### config.mk
export PLATFORM = sky130hd
export DESIGN_NAME = ahb_arbiter2
export DESIGN_NICKNAME = d
export VERILOG_FILES = /design/src/rtl/ahb_arbiter2.sv
export SDC_FILE = /design/constraint.sdc
export NUM_CORES = 1
export LEC_CHECK = 0
export CAP_MARGIN = 40
export CORE_AREA = 2 2 132 134
export CTS_CLUSTER_DIAMETER = 100
export DETAILED_ROUTE_END_ITERATION = 8
export DIE_AREA = 0 0 134 136
export SYNTH_ARGS = -nofsm -noshare
export SYNTH_HDL_FRONTEND = slang
export SYNTH_SLANG_ARGS = --single-unit
### constraint.sdc
create_clock -name HCLK -period 1.7 [get_ports HCLK]
set_input_delay 0.255 -clock HCLK [delete_from_list [all_inputs] [get_ports HCLK]]
set_output_delay 0.255 -clock HCLK [all_outputs]
set_load 0.02 [all_outputs]
### src/rtl/ahb_arbiter2.sv
// Two-master AHB arbiter with address/data muxing toward one slave, round-robin with idle-beat handover.
// Optional master lock support is compiled in with `define AHB_ARB_LOCK_EN.
module ahb_arbiter2 #(
  parameter int ADDR_W      = 36,
  parameter int DATA_W      = 64,
  parameter bit DEFAULT_MST = 1'b0
) (
  input  logic              HCLK,
  input  logic              HRESETn,
  input  logic              HBUSREQ0,
  input  logic              HBUSREQ1,
  input  logic              HLOCK0,
  input  logic              HLOCK1,
  input  logic [ADDR_W-1:0] HADDR0,
  input  logic [ADDR_W-1:0] HADDR1,
  input  logic [1:0]        HTRANS0,
  input  logic [1:0]        HTRANS1,
  input  logic              HWRITE0,
  input  logic              HWRITE1,
  input  logic [2:0]        HSIZE0,
  input  logic [2:0]        HSIZE1,
  input  logic [2:0]        HBURST0,
  input  logic [2:0]        HBURST1,
  input  logic [DATA_W-1:0] HWDATA0,
  input  logic [DATA_W-1:0] HWDATA1,
  output logic              HGRANT0,
  output logic              HGRANT1,
  output logic              HMASTER,
  output logic              HMASTLOCK,
  output logic              HSEL,
  output logic [ADDR_W-1:0] HADDR,
  output logic [1:0]        HTRANS,
  output logic              HWRITE,
  output logic [2:0]        HSIZE,
  output logic [2:0]        HBURST,
  output logic [DATA_W-1:0] HWDATA,
  input  logic              HREADY,
  input  logic [1:0]        HRESP
);

  typedef enum logic [1:0] {
    GNT0 = 2'b01,
    GNT1 = 2'b10
  } state_t;

  localparam state_t STATE_DFLT = DEFAULT_MST ? GNT1 : GNT0;

  state_t state_q, state_d;
  logic   last_q, last_d;
  logic   down_q, down_d;
  logic   lk_q;
  logic   rearb, req_own, req_oth, winner;

  assign HGRANT0 = state_q[0];
  assign HGRANT1 = state_q[1];
  assign HMASTER = state_q[1];

  assign HADDR  = HMASTER ? HADDR1  : HADDR0;
  assign HTRANS = HMASTER ? HTRANS1 : HTRANS0;
  assign HWRITE = HMASTER ? HWRITE1 : HWRITE0;
  assign HSIZE  = HMASTER ? HSIZE1  : HSIZE0;
  assign HBURST = HMASTER ? HBURST1 : HBURST0;
  assign HSEL   = HTRANS[1];
  assign HWDATA = down_q ? HWDATA1 : HWDATA0;

`ifdef AHB_ARB_LOCK_EN
  logic lk_d;
  logic unused_resp;
  assign unused_resp = ^HRESP;
  assign lk_d        = HREADY ? (HMASTER ? HLOCK1 : HLOCK0) : lk_q;

  always_ff @(posedge HCLK) begin
    if (!HRESETn) lk_q <= 1'b0;
    else          lk_q <= lk_d;
  end
`else
  logic unused_lock_resp;
  assign unused_lock_resp = ^{HLOCK0, HLOCK1, HRESP};
  assign lk_q             = 1'b0;
`endif

  assign HMASTLOCK = lk_q;

  // Handover only on a ready IDLE beat, so bursts and wait states keep the bus.
  assign rearb   = HREADY && (HTRANS == 2'b00) && !lk_q;
  assign req_own = HMASTER ? HBUSREQ1 : HBUSREQ0;
  assign req_oth = HMASTER ? HBUSREQ0 : HBUSREQ1;
  assign winner  = ~last_q;

  always_comb begin
    state_d = state_q;
    last_d  = last_q;
    down_d  = HREADY ? HMASTER : down_q;
    if (rearb) begin
      if (req_own && req_oth) begin
        state_d = winner ? GNT1 : GNT0;
        last_d  = winner;
      end else if (req_oth) begin
        state_d = HMASTER ? GNT0 : GNT1;
      end else if (!req_own) begin
        state_d = STATE_DFLT;
      end
    end
  end

  always_ff @(posedge HCLK) begin
    if (!HRESETn) begin
      state_q <= STATE_DFLT;
      last_q  <= DEFAULT_MST;
      down_q  <= DEFAULT_MST;
    end else begin
      state_q <= state_d;
      last_q  <= last_d;
      down_q  <= down_d;
    end
  end

endmodule

# Word-level counts from Yosys, hierarchy flattened
# Index checks and enable logic that the tools add are counted.
# classes
eq_ne	1
muxes	13
n_bitwise	1
n_reduce_logical	5
# ops
operator	count
two-way mux 64 bit	1
two-way mux 36 bit	1
two-way mux 2 bit	6
two-way mux 3 bit	2
AND reduction 2 bit	2
two-way mux 1 bit	3
inequality test 3 x 1 -> 1 bit (second input constant)	1
logical AND 1 bit	2
zero test 2 bit	1
NOT 1 bit	1
# totals
register_bits	4
output_inout_bits	114
wordCells	23

# Depth between registers and ports, before layout
# Gate-level depths: netlist (run 1).
# depth
ltp_word	4
ltp_mapped	5
mapped_depth_nobuf	4

# Least setup slack after synthesis (run 1)
# OpenSTA, ideal clock, no wires.
# synth_timing
path_type	reg2out
startpoint	reg state_q[1]
endpoint	out HADDR[10]
arrival_time_ns	1.434
required_time_ns	1.445
path_slack_ns	0.011
path_stages_with_launch	5
n_path_buf	3
path_cell_list	dfxtp_1 buf_4 buf_2 buf_2 mux2_2
# synth_between
elab_chain_cells	1
# synth_rtl
item	line_no	rtl
start, declared	48	state_t state_q, state_d;
start signal, assigned	112	state_q <= state_d;
two-way mux 36 bit	58	assign HADDR = HMASTER ? HADDR1 : HADDR0;
end, declared	31	output logic [ADDR_W-1:0] HADDR,
# Every way passes these cells.

# Worst setup path in the final report (run 1)
# layout_timing
startpoint	reg down_q
endpoint	out HWDATA[50]
# layout_between
elab_chain_cells	1
# layout_rtl
item	line_no	rtl
start, declared	50	logic down_q, down_d;
start signal, assigned	114	down_q <= down_d;
two-way mux 64 bit	64	assign HWDATA = down_q ? HWDATA1 : HWDATA0;
end, declared	36	output logic [DATA_W-1:0] HWDATA,
# Every way passes these cells.

==> results of run 1 <==
[through the flow]
stage                     total power [W]  utilization  worst slack, ns  hold WS (ns)  std cells
after floorplan                  0.000555            -           0.0110         0.383        150
after detailed placement          0.00144        0.307           -0.164         0.484        703
after CTS                         0.00174        0.312          -0.0657         0.496        719
final                             0.00170        0.304          0.00835         0.489        718
after global routing              0.00178        0.304          -0.0377         0.523        718
after global placement            0.00143        0.307           -0.127         0.477        703
[per-layer routing]
layer / global-route usage / up-vias
met1: 0.103 / 1127
met3: 0.0425 / 2
met2: 0.240 / 200
li1: - / 1249
met4: 0.00827 / 0
met5: 0 / -
[how the worst min path moves through the flow]
| stage | from | endpoint | slack, ns |
|---|---|---|---|
| floorplan | HRESETn | down_q | 0.38 |
| global placement | last_q | last_q | 0.48 |
| detailed placement | last_q | last_q | 0.48 |
| CTS | last_q | last_q | 0.50 |
| global route | last_q | last_q | 0.52 |
| finish | last_q | last_q | 0.49 |
[cell usage in the layout, fill, tap and decap left out, types with 2 or more instances in the layout]
cell and n:
buf_12 5, buf_16 3, buf_2 72, buf_4 17
buf_6 10, clkbuf_16 4, clkbuf_2 2, clkdlybuf4s15_1 4
clkdlybuf4s15_2 8, clkdlybuf4s50_1 225, dfxtp_1 2, dfxtp_4 2
dlygate4sd2_1 8, mux2_2 101, mux2_4 8, mux2i_1 2
nand2_1 2, nand2b_1 2, nor2_1 2, nor2b_1 2
[cells by family after synthesis]
| group | share of synthesized area |
|---|---|
| AOI/OAI and AO/OA | 0.0235 |
| buffers and inverters | 0.0576 |
| DFF | 0.0520 |
| muxes | 0.817 |
| other | 0.00243 |
| and+or+nand+nor | 0.0479 |
[what timing repair did]
item,in CTS,in global routing
gates cloned,4,1
endpoints found under the setup margin,110,81
setup buffers,9,0
hold endpoints to repair,0,0
resized for setup,389,34
[worst register-to-register path: stages, from the launching register on]
cell	delay [ns]
dfxtp_4	0.35
buf_6	0.12
buf_4	0.14
nor3_2	0.19
o21ai_2	0.10
a211oi_1	0.21
mux2_1	0.34
[final cells by class]
type / instances / area share
clock buffer: 3 / 0.0146
multi-input combinational: 130 / 0.273
sequential: 4 / 0.0171
tap: 225 / 0.0549
timing repair buffer: 356 / 0.640
[power groups by stage]
stage | Combinational, W | Sequential (W) | Clock, W
floorplan | 0.000453 | 0.000102 | 0
global placement | 0.00133 | 0.000101 | 0
detailed placement | 0.00134 | 0.000101 | 0
CTS | 0.00127 | 0.0000980 | 0.000372
global route | 0.00130 | 0.0000982 | 0.000381
finish | 0.00124 | 0.0000977 | 0.000366
[sequential cells by signal (all words and copies together), names as in the netlist]
register,cells
state_q,2
last_q,1
down_q,1
==> results.toml, run 1 <==
[pwr]
internal-power_w = 0.00117
ir_drop_v = 0.000183
leakage_nw = 2.04
p_clk_frac = 0.216
combPwrFrac = 0.727
seqPwrFrac = 0.057
power_per_cell_area_mw_per_mm2 = 331
switching_share = 0.313
switching_power_w = 0.000532

[layout]
drive_above_1_share = 0.479
fillers = 1780
final_nets = 722
diodes = 0
regArea_sq_um = 87.6
syn_to_final_growth_pct = 233
fin_area_sq_mm = 0.00513
multi_input_area_sq_mm = 0.00140

[synthesis]
ys_ff_latch = 4
synth_top_area_frac = 0.796
synth-seq-area-share = 0.0519
async_flop_share = 0
synth_nets = 377
syn_avg_cell_area_sq_um = 10.3
yosysWarnings = 0
yosysTopAreaCell = "mux2_2"
synth_edf_count = 0
netlist_top_cells_area = "mux2_2, dfxtp_1, buf_2"
synthesis.area_sq_mm = 0.00154
synth_common_cells = "mux2_2, buf_2, buf_4, dfxtp_1"
syn-instance-count = 150
synth.distinct_cells = 21
synth_most_common_cell = "mux2_2"
synth_flop_cell = "dfxtp_1"

[sta]
fin_setup_tns_ns = 0
fmax_mhz = 591
period_minus_slack_ns = 1.69
setup_violations = 0
finalHoldViolations = 0
maxSlewViolCount = 0
period_share = 0.995
grt_setup_unrepaired = "true"
clock_skew_ns = 0.000279

[clocking]
cts_hold_buffers = 0
htreeDepth = 1
clockBufferDepth = 2
clkSinkCount = 4
clkSlewWorstSetupHoldPaths_ns = 0.03
cts_root_buf = "clkbuf_16"
tritoncts = "done"
insertion_delay_ns = 0.22
numCtsBuffers = 3

[worst_setup_path]
path_max_fanout = 11
reg2reg_depth = 6
r2r_setup_slack_ns = 0.12
cp_slowest_cell = "dfxtp_4"
worstPathCellList = "buf_4 > buf_12 > buf_16 > mux2_2 > buf_2"
critPathBufInv = 4
startpoint = "down_q"
cp.depth = 5
worstSetupPathType = "reg2out"
rr_endpoint = "state_q[0]"
endpoint = "HWDATA[50]"
slowest_delay_ns = 0.35
r2r_start = "state_q[1]"
startpoint_type = "register"
critPathArrivalTime_ns = 1.44
critPathTopFamily = "buffers and inverters"
cp.required_ns = 1.44
crit_path_end_kind = "output port"

[global_route]
grt_pass1_vias = 2832
grt_usage = 0.113
grt_start_max_net_pins = 33
antenna_found_initial = 0
grt_overflow = 0
grt_pass1_wl_microns = 15700

[placed_design]
place_area_sq_mm = 0.00518
numPortBuffers = 335
gp_congestion = 0.750
hpwlAfterDp_microns = 9420

[min_path]
hold_depth = 2
worstHoldPathType = "reg2reg"

[status]
status = "finished, final reports clean"

[routing]
drc_errors = 0
via_per_inst = 3.59
routedWlPerCell_microns = 16.0
via_count = 2578
drt-total-wl_microns = 11500
wl_met2_microns = 6350
highest_layer = "met4"
drt-met1-wl_microns = 3740
wl_met3_microns = 1400
firstDrtPassIters = 4
postRouteAntennaNets = 0
first_iter_violations = 30

[floorplan]
die_w_microns = 134
die-area_sq_mm = 0.0182
rows = 48
start_util = 0.0913
die_height_microns = 136
design.core.area_sq_mm = 0.0169
ioPinCount = 341

[job]
cap_violations = 0
Power figures use the tool's default switching activity.
==> inputs of run 2 (changes only) <==
--- a/config.mk
+++ b/config.mk
@@ -5,11 +5,12 @@
 export SDC_FILE = /design/constraint.sdc
 export NUM_CORES = 1
 export LEC_CHECK = 0
+export ABC_AREA = 1
 export CAP_MARGIN = 40
-export CORE_AREA = 2 2 132 134
+export CORE_AREA = 2 2 131 133
 export CTS_CLUSTER_DIAMETER = 100
 export DETAILED_ROUTE_END_ITERATION = 8
-export DIE_AREA = 0 0 134 136
+export DIE_AREA = 0 0 133 135
 export SYNTH_ARGS = -nofsm -noshare
 export SYNTH_HDL_FRONTEND = slang
 export SYNTH_SLANG_ARGS = --single-unit
==> results.toml, run 2 <==
[clocking]
insertion_delay_ns = 0.22
clkSlewWorstSetupHoldPaths_ns = 0.03
cts_hold_buffers = 0
tritoncts = "done"
clockBufferDepth = 2
clkSinkCount = 4
htreeDepth = 1
cts_root_buf = "clkbuf_16"
numCtsBuffers = 3

[synthesis]
synthesis.area_sq_mm = 0.00162
synth_nets = 477
yosysTopAreaCell = "mux2_2"
synth_most_common_cell = "nand2_1"
synth_edf_count = 0
netlist_top_cells_area = "mux2_2, nand2_1, dfxtp_1"
async_flop_share = 0
syn-instance-count = 250
synth.distinct_cells = 21
synth_flop_cell = "dfxtp_1"
synth_top_area_frac = 0.445
ys_ff_latch = 4
yosysWarnings = 0
synth-seq-area-share = 0.0495
synth_common_cells = "nand2_1, mux2_2, buf_2"
syn_avg_cell_area_sq_um = 6.47

[global_route]
grt_pass1_vias = 2801
grt_pass1_wl_microns = 16500
grt_usage = 0.118
grt_overflow = 0
antenna_found_initial = 0
grt_start_max_net_pins = 32

[pwr]
leakage_nw = 2.32
ir_drop_v = 0.000343
fin_total_pwr_w = 0.00186
power_per_cell_area_mw_per_mm2 = 362

[placed_design]
dpl_worst_slack_ns = -0.0837
numPortBuffers = 335
gp_congestion = 0.738
hpwlAfterDp_microns = 9510

[sta]
fin_ws_ns = 0.00213
finalHoldViolations = 0
setup_violations = 0
fmax_mhz = 589
clock_skew_ns = 0.00262
hold_ws_ns = 0.488
maxSlewViolCount = 0
period_minus_slack_ns = 1.70
period_share = 0.999
grt_setup_unrepaired = "true"

[routing]
via_per_inst = 3.49
postRouteAntennaNets = 0
first_iter_violations = 72
drc_errors = 0
drt-total-wl_microns = 11600
via_count = 2818
routedWlPerCell_microns = 14.3
firstDrtPassIters = 4

[min_path]
hold_depth = 2
worstHoldPathType = "reg2reg"

[layout]
reg_top3 = "state_q: 2 flops, down_q: 1 flops, last_q: 1 flops"
final_nets = 816
syn_to_final_growth_pct = 217
regMostFlops = "state_q"
largest_register_ffs = 2
final_common_cell = "clkdlybuf4s50_1"
final_cell_mix = "clkdlybuf4s50_1, nand2_1, buf_2, mux2_2, dlygate4sd2_1"
drive_above_1_share = 0.274
diodes = 0

[worst_setup_path]
startpoint = "down_q"
endpoint = "HWDATA[44]"
critPathArrivalTime_ns = 1.44
cp.required_ns = 1.44
path_max_fanout = 8
reg2reg_depth = 9
r2r_setup_slack_ns = 0.25
worstSetupPathType = "reg2out"
startpoint_type = "register"
rr_endpoint = "state_q[0]"
crit_path_end_kind = "output port"
r2r_start = "state_q[1]"

[floorplan]
start_util = 0.0986
die_height_microns = 135
rows = 47
design.core.area_sq_mm = 0.0164
die-area_sq_mm = 0.0180
die_w_microns = 133
ioPinCount = 341

[job]
cap_violations = 0

[status]
status = "finished, final reports clean"
[run 2: per-stage QoR]
step	utilization	setup TNS, ns	cell area (sq um)	instances
after floorplan	-	0	1620	250
after global placement	0.319	-3.01	5240	796
after detailed placement	0.319	-2.80	5240	796
after CTS	0.312	-0.0733	5120	807
after global routing	0.313	-0.0651	5130	807
final	0.313	0	5130	807
[run 2: layout make-up]
class | instances | area [sq um]
multi-input cells | 222 | 1380
well taps | 220 | 275
inverters | 4 | 15.0
flip-flops and latches | 4 | 85.1
clock buffers | 3 | 75.1
repair buffers | 354 | 3300
fillers | 1777 | 11300
[run 2: how the worst min path moves through the flow]
stage	start	endpoint	slack, ns
2_1_floorplan	HRESETn	state_q[0]	0.34
3_3_place_gp	state_q[0]	state_q[0]	0.47
3_5_place_dp	state_q[0]	state_q[0]	0.48
4_1_cts	state_q[0]	state_q[0]	0.51
5_1_grt	state_q[0]	state_q[0]	0.54
6_report	state_q[0]	state_q[0]	0.49
[run 2: cells by family after synthesis]
kind of cell | synth area share
AOI/OAI and AO/OA | 0.0232
other | 0.00232
DFF | 0.0495
and+or+nand+nor | 0.375
buffers and inverters | 0.104
muxes | 0.445
[run 2: critical path: stages (launching register included)]
cell,delay (ns)
dfxtp_4,0.40
bufbuf_16,0.29
mux2_2,0.35
buf_2,0.17
[run 2: power by group]
part           switching [W]  internal [W]  total (W)
registers         0.00000675     0.0000982   0.000105
logic               0.000569      0.000812    0.00138
clock network      0.0000689      0.000301   0.000370
[run 2: per-layer routing]
metal  up-vias  track usage  wire length, microns
met1      1212        0.151                  4840
met3         0       0.0282                   790
met5         -            0                     0
met4         0      0.00239                     0
li1       1484            -                     -
met2       122        0.214                  5950
[run 2: what timing repair did]
action | in CTS | in global routing
gates cloned | 4 | 0
buffers inserted | 4 | 0
setup endpoints to repair | 111 | 13
resized for setup | 305 | 8
